`config.mk`:
```
export PLATFORM = sky130hd
export DESIGN_NAME = eeg_pea_out_arb
export DESIGN_NICKNAME = d
export VERILOG_FILES = /design/src/rtl/eeg_pea_pkg.sv /design/src/rtl/eeg_rr_arb.sv /design/src/rtl/eeg_pea_out_arb.sv
export SDC_FILE = /design/constraint.sdc
export NUM_CORES = 1
export LEC_CHECK = 0
export CORE_MARGIN = 10
export CORE_UTILIZATION = 43
export CTS_CLUSTER_DIAMETER = 50
export DETAILED_ROUTE_END_ITERATION = 16
export GPL_TIMING_DRIVEN = 0
export PLACE_DENSITY = 0.83
export SYNTH_ARGS = -nofsm -noshare
export SYNTH_HDL_FRONTEND = slang
export SYNTH_SLANG_ARGS = --single-unit
```
`constraint.sdc`:
```
create_clock -name clk -period 6.9 [get_ports clk]
set_input_delay 0.69 -clock clk [delete_from_list [all_inputs] [get_ports clk]]
set_output_delay 0.69 -clock clk [all_outputs]
set_load 0.02 [all_outputs]
```
`src/rtl/eeg_pea_pkg.sv`:
```
// Shared constants, FSM state type and flat-index helper for the PE array output path.
package eeg_pea_pkg;

    localparam int PE_ROW      = 4;
    localparam int PE_COL      = 4;
    localparam int PE_OUT_DW   = 8;
    localparam int ORAM_ADD_AW = 8;

    typedef enum logic [1:0] {
        IDLE  = 2'd0,
        RUN   = 2'd1,
        DRAIN = 2'd2
    } arb_state_t;

    // Row-major flattening of a PE coordinate: row*ncol + col.
    function automatic int unsigned flat_idx(input int unsigned row,
                                             input int unsigned col,
                                             input int unsigned ncol);
        return row * ncol + col;
    endfunction

endpackage

```
`src/rtl/eeg_rr_arb.sv`:
```
// N-way round-robin priority picker: first requester at or after ptr, with wrap.
// Purely combinational; the caller owns the pointer register.
module eeg_rr_arb #(
    parameter  int N  = 16,
    localparam int IW = (N > 1) ? $clog2(N) : 1
) (
    input  logic [N-1:0]  req,
    input  logic [IW-1:0] ptr,
    output logic [N-1:0]  gnt,
    output logic [IW-1:0] gnt_idx,
    output logic          gnt_any
);
    import eeg_pea_pkg::*;

    // Scan N candidates starting at ptr; the first requester found wins.
    always_comb begin
        int ci;
        logic [IW-1:0] cand;
        ci      = 0;
        cand    = '0;
        gnt     = '0;
        gnt_idx = '0;
        gnt_any = 1'b0;
        for (int k = 0; k < N; k++) begin
            ci   = (int'(ptr) + k) % N;
            cand = IW'(ci);
            if (!gnt_any && req[cand]) begin
                gnt[cand] = 1'b1;
                gnt_idx   = cand;
                gnt_any   = 1'b1;
            end
        end
    end

endmodule

```
`src/rtl/eeg_pea_out_arb.sv`:
```
// Output collector for the PE array: round-robin merges PE output streams onto
// one registered ORAM write port and detects end of layer from per-PE last beats.
// Optional statistics counters (STAT_STALL, STAT_BEAT) exist only when
// EEG_OUT_ARB_STAT_EN is defined.
//
// state | meaning
// IDLE  | waiting for CFG_START, no PE accepted
// RUN   | arbitrating PE beats until every PE has delivered its last beat
// DRAIN | all last beats taken, waiting for the output register to empty
module eeg_pea_out_arb #(
    parameter  int PE_ROW      = eeg_pea_pkg::PE_ROW,
    parameter  int PE_COL      = eeg_pea_pkg::PE_COL,
    parameter  int PE_OUT_DW   = eeg_pea_pkg::PE_OUT_DW,
    parameter  int ORAM_ADD_AW = eeg_pea_pkg::ORAM_ADD_AW,
    localparam int PE_NUM      = PE_ROW * PE_COL,
    localparam int PE_IDX_W    = (PE_NUM > 1) ? $clog2(PE_NUM) : 1
) (
    input  logic                                         clk,
    input  logic                                         rst,
    input  logic                                         CFG_START,
    input  logic [ORAM_ADD_AW-1:0]                       CFG_ADD_BASE,
    input  logic [PE_ROW-1:0][PE_COL-1:0]                IN_VLD,
    input  logic [PE_ROW-1:0][PE_COL-1:0]                IN_LST,
    output logic [PE_ROW-1:0][PE_COL-1:0]                IN_RDY,
    input  logic [PE_ROW-1:0][PE_COL-1:0][PE_OUT_DW-1:0] IN_DAT,
    input  logic [PE_ROW-1:0][PE_COL-1:0][ORAM_ADD_AW-1:0] IN_ADD,
    output logic                                         ORAM_VLD,
    input  logic                                         ORAM_RDY,
    output logic [ORAM_ADD_AW-1:0]                       ORAM_ADD,
    output logic [PE_OUT_DW-1:0]                         ORAM_DAT,
    output logic [PE_IDX_W-1:0]                          ORAM_SRC,
    output logic                                         IS_IDLE,
    output logic                                         DONE
`ifdef EEG_OUT_ARB_STAT_EN
    ,
    output logic [15:0]                                  STAT_STALL,
    output logic [15:0]                                  STAT_BEAT
`endif
);
    import eeg_pea_pkg::*;

    arb_state_t                          state_q, state_d;
    logic [PE_IDX_W-1:0]                 ptr_q;
    logic [PE_NUM-1:0]                   lst_seen_q, lst_seen_d;
    logic [ORAM_ADD_AW-1:0]              base_q;
    logic                                done_d;

    logic [PE_NUM-1:0]                   vld_f, lst_f, rdy_f, req, gnt;
    logic [PE_NUM-1:0][PE_OUT_DW-1:0]    dat_f;
    logic [PE_NUM-1:0][ORAM_ADD_AW-1:0]  add_f;
    logic [PE_IDX_W-1:0]                 gnt_idx;
    logic                                gnt_any, accept, xfer, start_ok;

    for (genvar r = 0; r < PE_ROW; r++) begin : g_row
        for (genvar c = 0; c < PE_COL; c++) begin : g_col
            localparam int FI = int'(flat_idx(r, c, PE_COL));
            assign vld_f[FI]   = IN_VLD[r][c];
            assign lst_f[FI]   = IN_LST[r][c];
            assign dat_f[FI]   = IN_DAT[r][c];
            assign add_f[FI]   = IN_ADD[r][c];
            assign IN_RDY[r][c] = rdy_f[FI];
        end
    end

    // Only PEs that still owe beats in this layer may compete, and only in RUN.
    assign req = (state_q == RUN) ? (vld_f & ~lst_seen_q) : '0;

    eeg_rr_arb #(.N(PE_NUM)) u_rr_arb (
        .req     (req),
        .ptr     (ptr_q),
        .gnt     (gnt),
        .gnt_idx (gnt_idx),
        .gnt_any (gnt_any)
    );

    // The output register can take a beat when empty or being drained this cycle.
    assign accept   = !ORAM_VLD || ORAM_RDY;
    assign rdy_f    = accept ? gnt : '0;
    assign xfer     = gnt_any && accept;
    assign start_ok = (state_q == IDLE) && CFG_START;
    assign IS_IDLE  = (state_q == IDLE);

    // Next-state logic: layer arming, last-beat bookkeeping and end-of-layer detect.
    always_comb begin
        state_d    = state_q;
        lst_seen_d = lst_seen_q;
        done_d     = 1'b0;
        case (state_q)
            IDLE: begin
                if (CFG_START) begin
                    state_d    = RUN;
                    lst_seen_d = '0;
                end
            end
            RUN: begin
                if (xfer && lst_f[gnt_idx]) begin
                    lst_seen_d = lst_seen_q | gnt;
                    if (&(lst_seen_q | gnt)) state_d = DRAIN;
                end
            end
            DRAIN: begin
                if (accept) begin
                    state_d = IDLE;
                    done_d  = 1'b1;
                end
            end
            default: state_d = IDLE;
        endcase
    end

    // FSM state, last-beat flags and the registered end-of-layer pulse.
    always_ff @(posedge clk or posedge rst) begin
        if (rst) begin
            state_q    <= IDLE;
            lst_seen_q <= '0;
            DONE       <= 1'b0;
        end else begin
            state_q    <= state_d;
            lst_seen_q <= lst_seen_d;
            DONE       <= done_d;
        end
    end

    // Round-robin pointer moves past each granted PE; base is captured at START.
    always_ff @(posedge clk or posedge rst) begin
        if (rst) begin
            ptr_q  <= '0;
            base_q <= '0;
        end else begin
            if (start_ok) base_q <= CFG_ADD_BASE;
            if (xfer) ptr_q <= (gnt_idx == PE_IDX_W'(PE_NUM - 1)) ? '0 : gnt_idx + 1'b1;
        end
    end

    // ORAM write register: load on transfer, drop valid once consumed, else hold.
    always_ff @(posedge clk or posedge rst) begin
        if (rst) begin
            ORAM_VLD <= 1'b0;
            ORAM_ADD <= '0;
            ORAM_DAT <= '0;
            ORAM_SRC <= '0;
        end else if (xfer) begin
            ORAM_VLD <= 1'b1;
            ORAM_ADD <= base_q + add_f[gnt_idx];
            ORAM_DAT <= dat_f[gnt_idx];
            ORAM_SRC <= gnt_idx;
        end else if (ORAM_RDY) begin
            ORAM_VLD <= 1'b0;
        end
    end

`ifdef EEG_OUT_ARB_STAT_EN
    // Saturating stall and beat counters, cleared when a layer is armed.
    always_ff @(posedge clk or posedge rst) begin
        if (rst) begin
            STAT_STALL <= '0;
            STAT_BEAT  <= '0;
        end else if (start_ok) begin
            STAT_STALL <= '0;
            STAT_BEAT  <= '0;
        end else begin
            if ((state_q != IDLE) && ORAM_VLD && !ORAM_RDY && (STAT_STALL != 16'hFFFF))
                STAT_STALL <= STAT_STALL + 16'd1;
            if (xfer && (STAT_BEAT != 16'hFFFF))
                STAT_BEAT <= STAT_BEAT + 16'd1;
        end
    end
`endif

endmodule
```
# Word-level counts from Yosys, hierarchy flattened
# Cells that the tools add are included.
# totals
reg_bits	52
in_bits	300
wordCells	274
# classes
n_addsub	17
n_lt_le_gt_ge	33
n_eq_ne	7
n_mux	133
n_bitwise	18
reduce_logical	57
# op_table
cell	n
$mux 16	20
$or 16x16->16	16
$lt 4x5->1 const B	17
$bmux 1 s4	17
$mux 4	17
$bmux 8 s4	2
$demux 1 s4	16
$ge 4x1->1 const B	16
$mux 1	53
$logic_and 1x1->1	34
$add 4x4->4 const B	8
$pmux 16 s2	1
$add 4x3->4 const B	4
$and 16x16->16	1
$logic_not 1->1	16
$mux 8	2
$not 16->16	1
$reduce_and 16->1	1
$add 4x1->4 const B	2
$add 4x2->4 const B	2
$add 8x8->8	1
$mux 2	4
$pmux 2 s3	1
$eq 4x4->1 const B	1
9 further kinds	12

# Depth between registers and ports, before layout
# logic_depth
ltp_word	56
ltp_mapped	34
depth_no_buf	27

# By module
# A second synthesis with hierarchy kept.
# unflattened
cells_unflattened	961
area_unflattened_um2	8819.7
# by_module_without_submodules
module	instances	cells_each	area_per_inst_um2
eeg_pea_out_arb	1	340	4588.2
eeg_rr_arb	1	621	4231.6

# Least setup slack after synthesis
# OpenSTA, ideal clock, no wires.
# synth_path
kind	reg2reg
startpoint	register ptr_q[1]
endpoint	register ORAM_ADD[7]
arrival_ns	7.073
t_required_ns	6.831
setup_slack_ns	-0.242
path_stages_with_launch	33
path_buffers	8
period_less_slack_ns	7.142
cell_sequence	dfrtp_1 -> buf_2 -> inv_1 -> ha_1 -> clkbuf_1 -> and3_1 -> a2bb2oi_1 -> nand2_1 -> mux4_2 -> or4_1 -> buf_2 -> or2_1 -> buf_2 -> or4b_4 -> and4_1 -> a21oi_2 -> buf_4 -> buf_6 -> buf_4 -> buf_4 -> mux2i_1 -> mux2i_1 -> mux2i_1 -> ha_1 -> a21o_1 -> a21o_1 -> a21o_1 -> a21oi_1 -> o21bai_1 -> a21oi_1 -> xnor2_1 -> a211o_1 -> nand3_1
# synth_between
elab_chain_len	51
elab_cells_between_ends	113
classes_between	16 x add/sub; 66 x mux; 31 x reduce/logical
# synth_lines
item	line_no	rtl
start: declaration	eeg_pea_out_arb.sv:43	logic [PE_IDX_W-1:0] ptr_q;
start signal: assignment	eeg_pea_out_arb.sv:131	if (xfer) ptr_q <= (gnt_idx == PE_IDX_W'(PE_NUM - 1)) ? '0 : gnt_idx + 1'b1;
branches (longest 47 deep; another with $add 4x1->4)	n/a	
$mux 4 (*)	eeg_rr_arb.sv:27	if (!gnt_any && req[cand]) begin
net gnt_idx[0]	eeg_pea_out_arb.sv:51	logic [PE_IDX_W-1:0] gnt_idx;
$bmux 8 s4 (*)	eeg_pea_out_arb.sv:144	ORAM_ADD <= base_q + add_f[gnt_idx];
$mux 8 (not written as such) (*)	eeg_pea_out_arb.sv:144	
$add 8x8->8 (*)	eeg_pea_out_arb.sv:144	
end signal: assignment	eeg_pea_out_arb.sv:144	
end: declaration	eeg_pea_out_arb.sv:29	output logic [ORAM_ADD_AW-1:0] ORAM_ADD,
# Mark *: on every way through the listed nets, which the timed path passes. The select of a mux whose other input is x is not followed.
# A chain may end at the register's enable or synchronous reset.

==> flow_summary.json <==
{
  "status": "finished, violations left",
  "failed_checks": "setup timing",
  "syn_area_sq_um": 9900,
  "dp.final_hpwl_mm": 50.0,
  "antenna_left": 0,
  "globalplace.congestion": 1.11,
  "dpl_cell_area_sq_um": 13700,
  "ys_warn_count": 0,
  "cts_tree": "yes",
  "critPathKind": "primary input to output pin",
  "cp-end-kind": "output pin",
  "avgRoutedWirePerCell_um": 32.8,
  "initial_core_util_pct": 43.7,
  "crit_fanout": 10,
  "via_per_inst": 7.18,
  "synth_adder_area_share_pct": 2.86,
  "clockRootBuffer": "clkbuf_16",
  "critPathLaunchType": "primary input",
  "ys_seq_elements": 52,
  "period_minus_slack_ps": 7060,
  "yosysTopAreaCell": "mux2i_1",
  "fin_skew_ps": 12.1,
  "max_freq_ghz": 0.142,
  "hold_depth": 2,
  "synth_seq_area_share_pct": 13.1,
  "dr.pass1.iters": 10,
  "fp.dieW_um": 172,
  "cap_viol_max_count": 0,
  "rsz0062_at_grt": "yes",
  "postCtsHoldBufs": 0,
  "hold_class": "register to register",
  "path_clk_slew_ps": 70,
  "antenna_found_initial": 1,
  "async_flop_share_pct": 100,
  "coreArea_sq_um": 22600,
  "grt_pass1_vias": 13668,
  "core.rowCount": 55,
  "met2_usage_pct": 62.4,
  "drive_above_1_share_pct": 19.5,
  "critPathMaxStageDelay_ps": 1150,
  "synth.area.top_cells": "mux2i_1 (16%), dfrtp_1 (13%), nand2_1 (4.0%)",
  "avgSynthCellArea_sq_um": 7.92,
  "grt_max_degree": 37,
  "cts_buffers": 5,
  "synth_top_family_by_area": "compound AO/OA/AOI/OAI gates",
  "synth.top_cell.area_share_pct": 16.0,
  "portBuffers": 338,
  "insertion_delay_ps": 300,
  "setup_violations": 3,
  "setup_ws_ps": -160,
  "clk_path_buf_depth": 2,
  "yosys.area_share.simple_pct": 25.5,
  "cp_cell_sequence": "clkdlybuf4s50_1 -> nand2b_1 -> buf_4 -> nor4_1 -> nor3_4 -> o22ai_4 -> or4_4 -> buf_4 -> clkbuf_1 -> nor3_1 -> a32oi_1 -> o311ai_0 -> a2111oi_0 -> a31oi_1 -> clkdlybuf4s50_1",
  "r2r_cells": 33,
  "synth-compound-area-share_pct": 26.2,
  "multiInputGateArea_sq_um": 8720,
  "period_share_pct": 102,
  "final_nets": 1993,
  "clock-sinks": 52,
  "synth_edf_count": 0,
  "overflow": 0,
  "syn2layout_area_growth_pct": 54.9,
  "grt.total_usage_pct": 41.0,
  "finalHoldViolations": 0,
  "grtUsageMet1_pct": 47.0,
  "ios": 339,
  "grtUsageMet3_pct": 16.9,
  "syn-num-nets": 1573,
  "totalWireLength_mm": 64.2,
  "drt_iter0_markers": 2593,
  "cp_slowest_cell": "a2111oi_0",
  "die_h_um": 172,
  "synth.distinct_cells": 98,
  "worst_pin_slew_ps": 1320,
  "grt_pass1_wl_mm": 90.0,
  "regArea_sq_um": 1310,
  "cp.required_ps": 6210,
  "die_area_sq_um": 29500,
  "slew_violations": 0,
  "muxShareOfSynthArea_pct": 23.8,
  "fin_area_sq_um": 15300,
  "critPathArrivalTime_ps": 6370,
  "vias": 14059,
  "synth_ff_type": "dfrtp_1",
  "diodes": 0,
  "postSynthCellCount": 1251,
  "yosys.area_share.xor_xnor_pct": 2.12,
  "grt.busiest_layer": "met2",
  "fillers": 1801,
  "slew_headroom_pct": 10.0,
  "htreeDepth": 2,
  "route.detailed.drc": 0
}
final timing paths:
check | startpoint | endpoint | slack, ps
setup / recovery | IN_VLD[9] | IN_RDY[12] | -160
hold / removal | ORAM_ADD[5] | ORAM_ADD[5] | 490
setup reg to reg | ptr_q[0] | ORAM_ADD[7] | -100
hold reg to reg | ORAM_ADD[5] | ORAM_ADD[5] | 490
max in group asynchronous | rst | ORAM_DAT[0] | 5640
min in group asynchronous | rst | DONE | 700
flip-flops by register name, summed over array words and instances, names as in the netlist:
name / cells
DONE: 1
ORAM_SRC: 4
base_q: 8
ORAM_ADD: 8
lst_seen_q: 16
ptr_q: 4
ORAM_VLD: 1
state_q: 2
ORAM_DAT: 8
cell usage after synthesis, drive strengths merged, types with 20 or more instances:
master,number
o211ai,27
a31oi,20
clkbuf,58
nor3,38
a22o,21
nand4,20
nand3,78
nor4,26
a21oi,43
mux2,35
o21ai,54
buf,49
mux2i,158
nand2,106
nor2,75
ha,21
a211oi,20
dfrtp,52
worst max-delay path: cells and delay by family:
kind	cells	cell delay (ps)
AO/OA/AOI/OAI	5	2340
buffers and inverters	5	1860
AND/OR/NAND/NOR	5	1460
kinds of logic after synthesis:
logic type | count (synthesis)
AOI/OAI and AO/OA | 350
and+or+nand+nor | 467
xor gates and xnor gates | 24
muxes | 210
adders and majority gates | 22
DFF | 52
buffers and inverters | 126
per-layer routing:
layer / vias to the layer above / wire [um]
met2: 1363 / 28500
met5: - / 8
met3: 346 / 9440
li1: 5796 / -
met4: 2 / 4980
met1: 6552 / 21300
stage by stage:
step | utilization [%] | hold slack [ps] | setup TNS (ps) | setup slack (ps) | std cells
4_1_cts | 66.2 | 485 | 0 | 1.30 | 1939
3_5_place_dp | 60.6 | 469 | -42800 | -2300 | 1875
6_report | 67.7 | 486 | -335 | -160 | 1957
2_1_floorplan | - | 478 | 0 | 16.7 | 1251
5_1_grt | 67.7 | 507 | -461 | -189 | 1957
3_3_place_gp | 60.5 | 461 | -45520 | -2210 | 1874
layout make-up:
cell class	count	share of cell area, %
Timing Repair Buffer	423	26.3
Sequential cell	52	8.51
Multi-Input combinational cell	1073	56.9
Clock inverter	2	0.106
Inverter	19	0.555
Buffer	97	4.43
Clock buffer	6	0.840
Tap cell	285	2.33
layout by cell type (no fill, tap or decap), types with 12 or more instances in the layout:
cell type / Yosys / routed
and2_1: 14 / 12
clkbuf_1: 58 / 45
o21ai_0: 53 / 53
nand2_1: 105 / 98
o211ai_1: 26 / 26
nor3_1: 38 / 32
nor4_1: 22 / 18
nand3_1: 78 / 77
o221ai_1: 13 / 12
buf_4: 12 / 89
a31oi_1: 20 / 18
a21oi_1: 42 / 38
a211oi_1: 19 / 15
a22o_1: 21 / 21
a32oi_1: 15 / 15
nand2b_1: 18 / 13
ha_1: 21 / 19
and3_1: 18 / 17
clkdlybuf4s50_1: 0 / 335
mux2i_1: 158 / 151
inv_1: 16 / 14
nor2_1: 72 / 63
mux2_2: 32 / 32
mux4_2: 17 / 17
a221o_1: 12 / 12
dfrtp_1: 52 / 49
nand4_1: 19 / 19
repair_timing:
action                     CTS  global route
resized for setup          149            51
setup endpoints to repair   56             5
setup buffers               63            21
pin swaps                   20            24
Power is left out: the tool's default activity adds up to more than one toggle a clock period on the data nets, which glitch-free logic cannot reach.
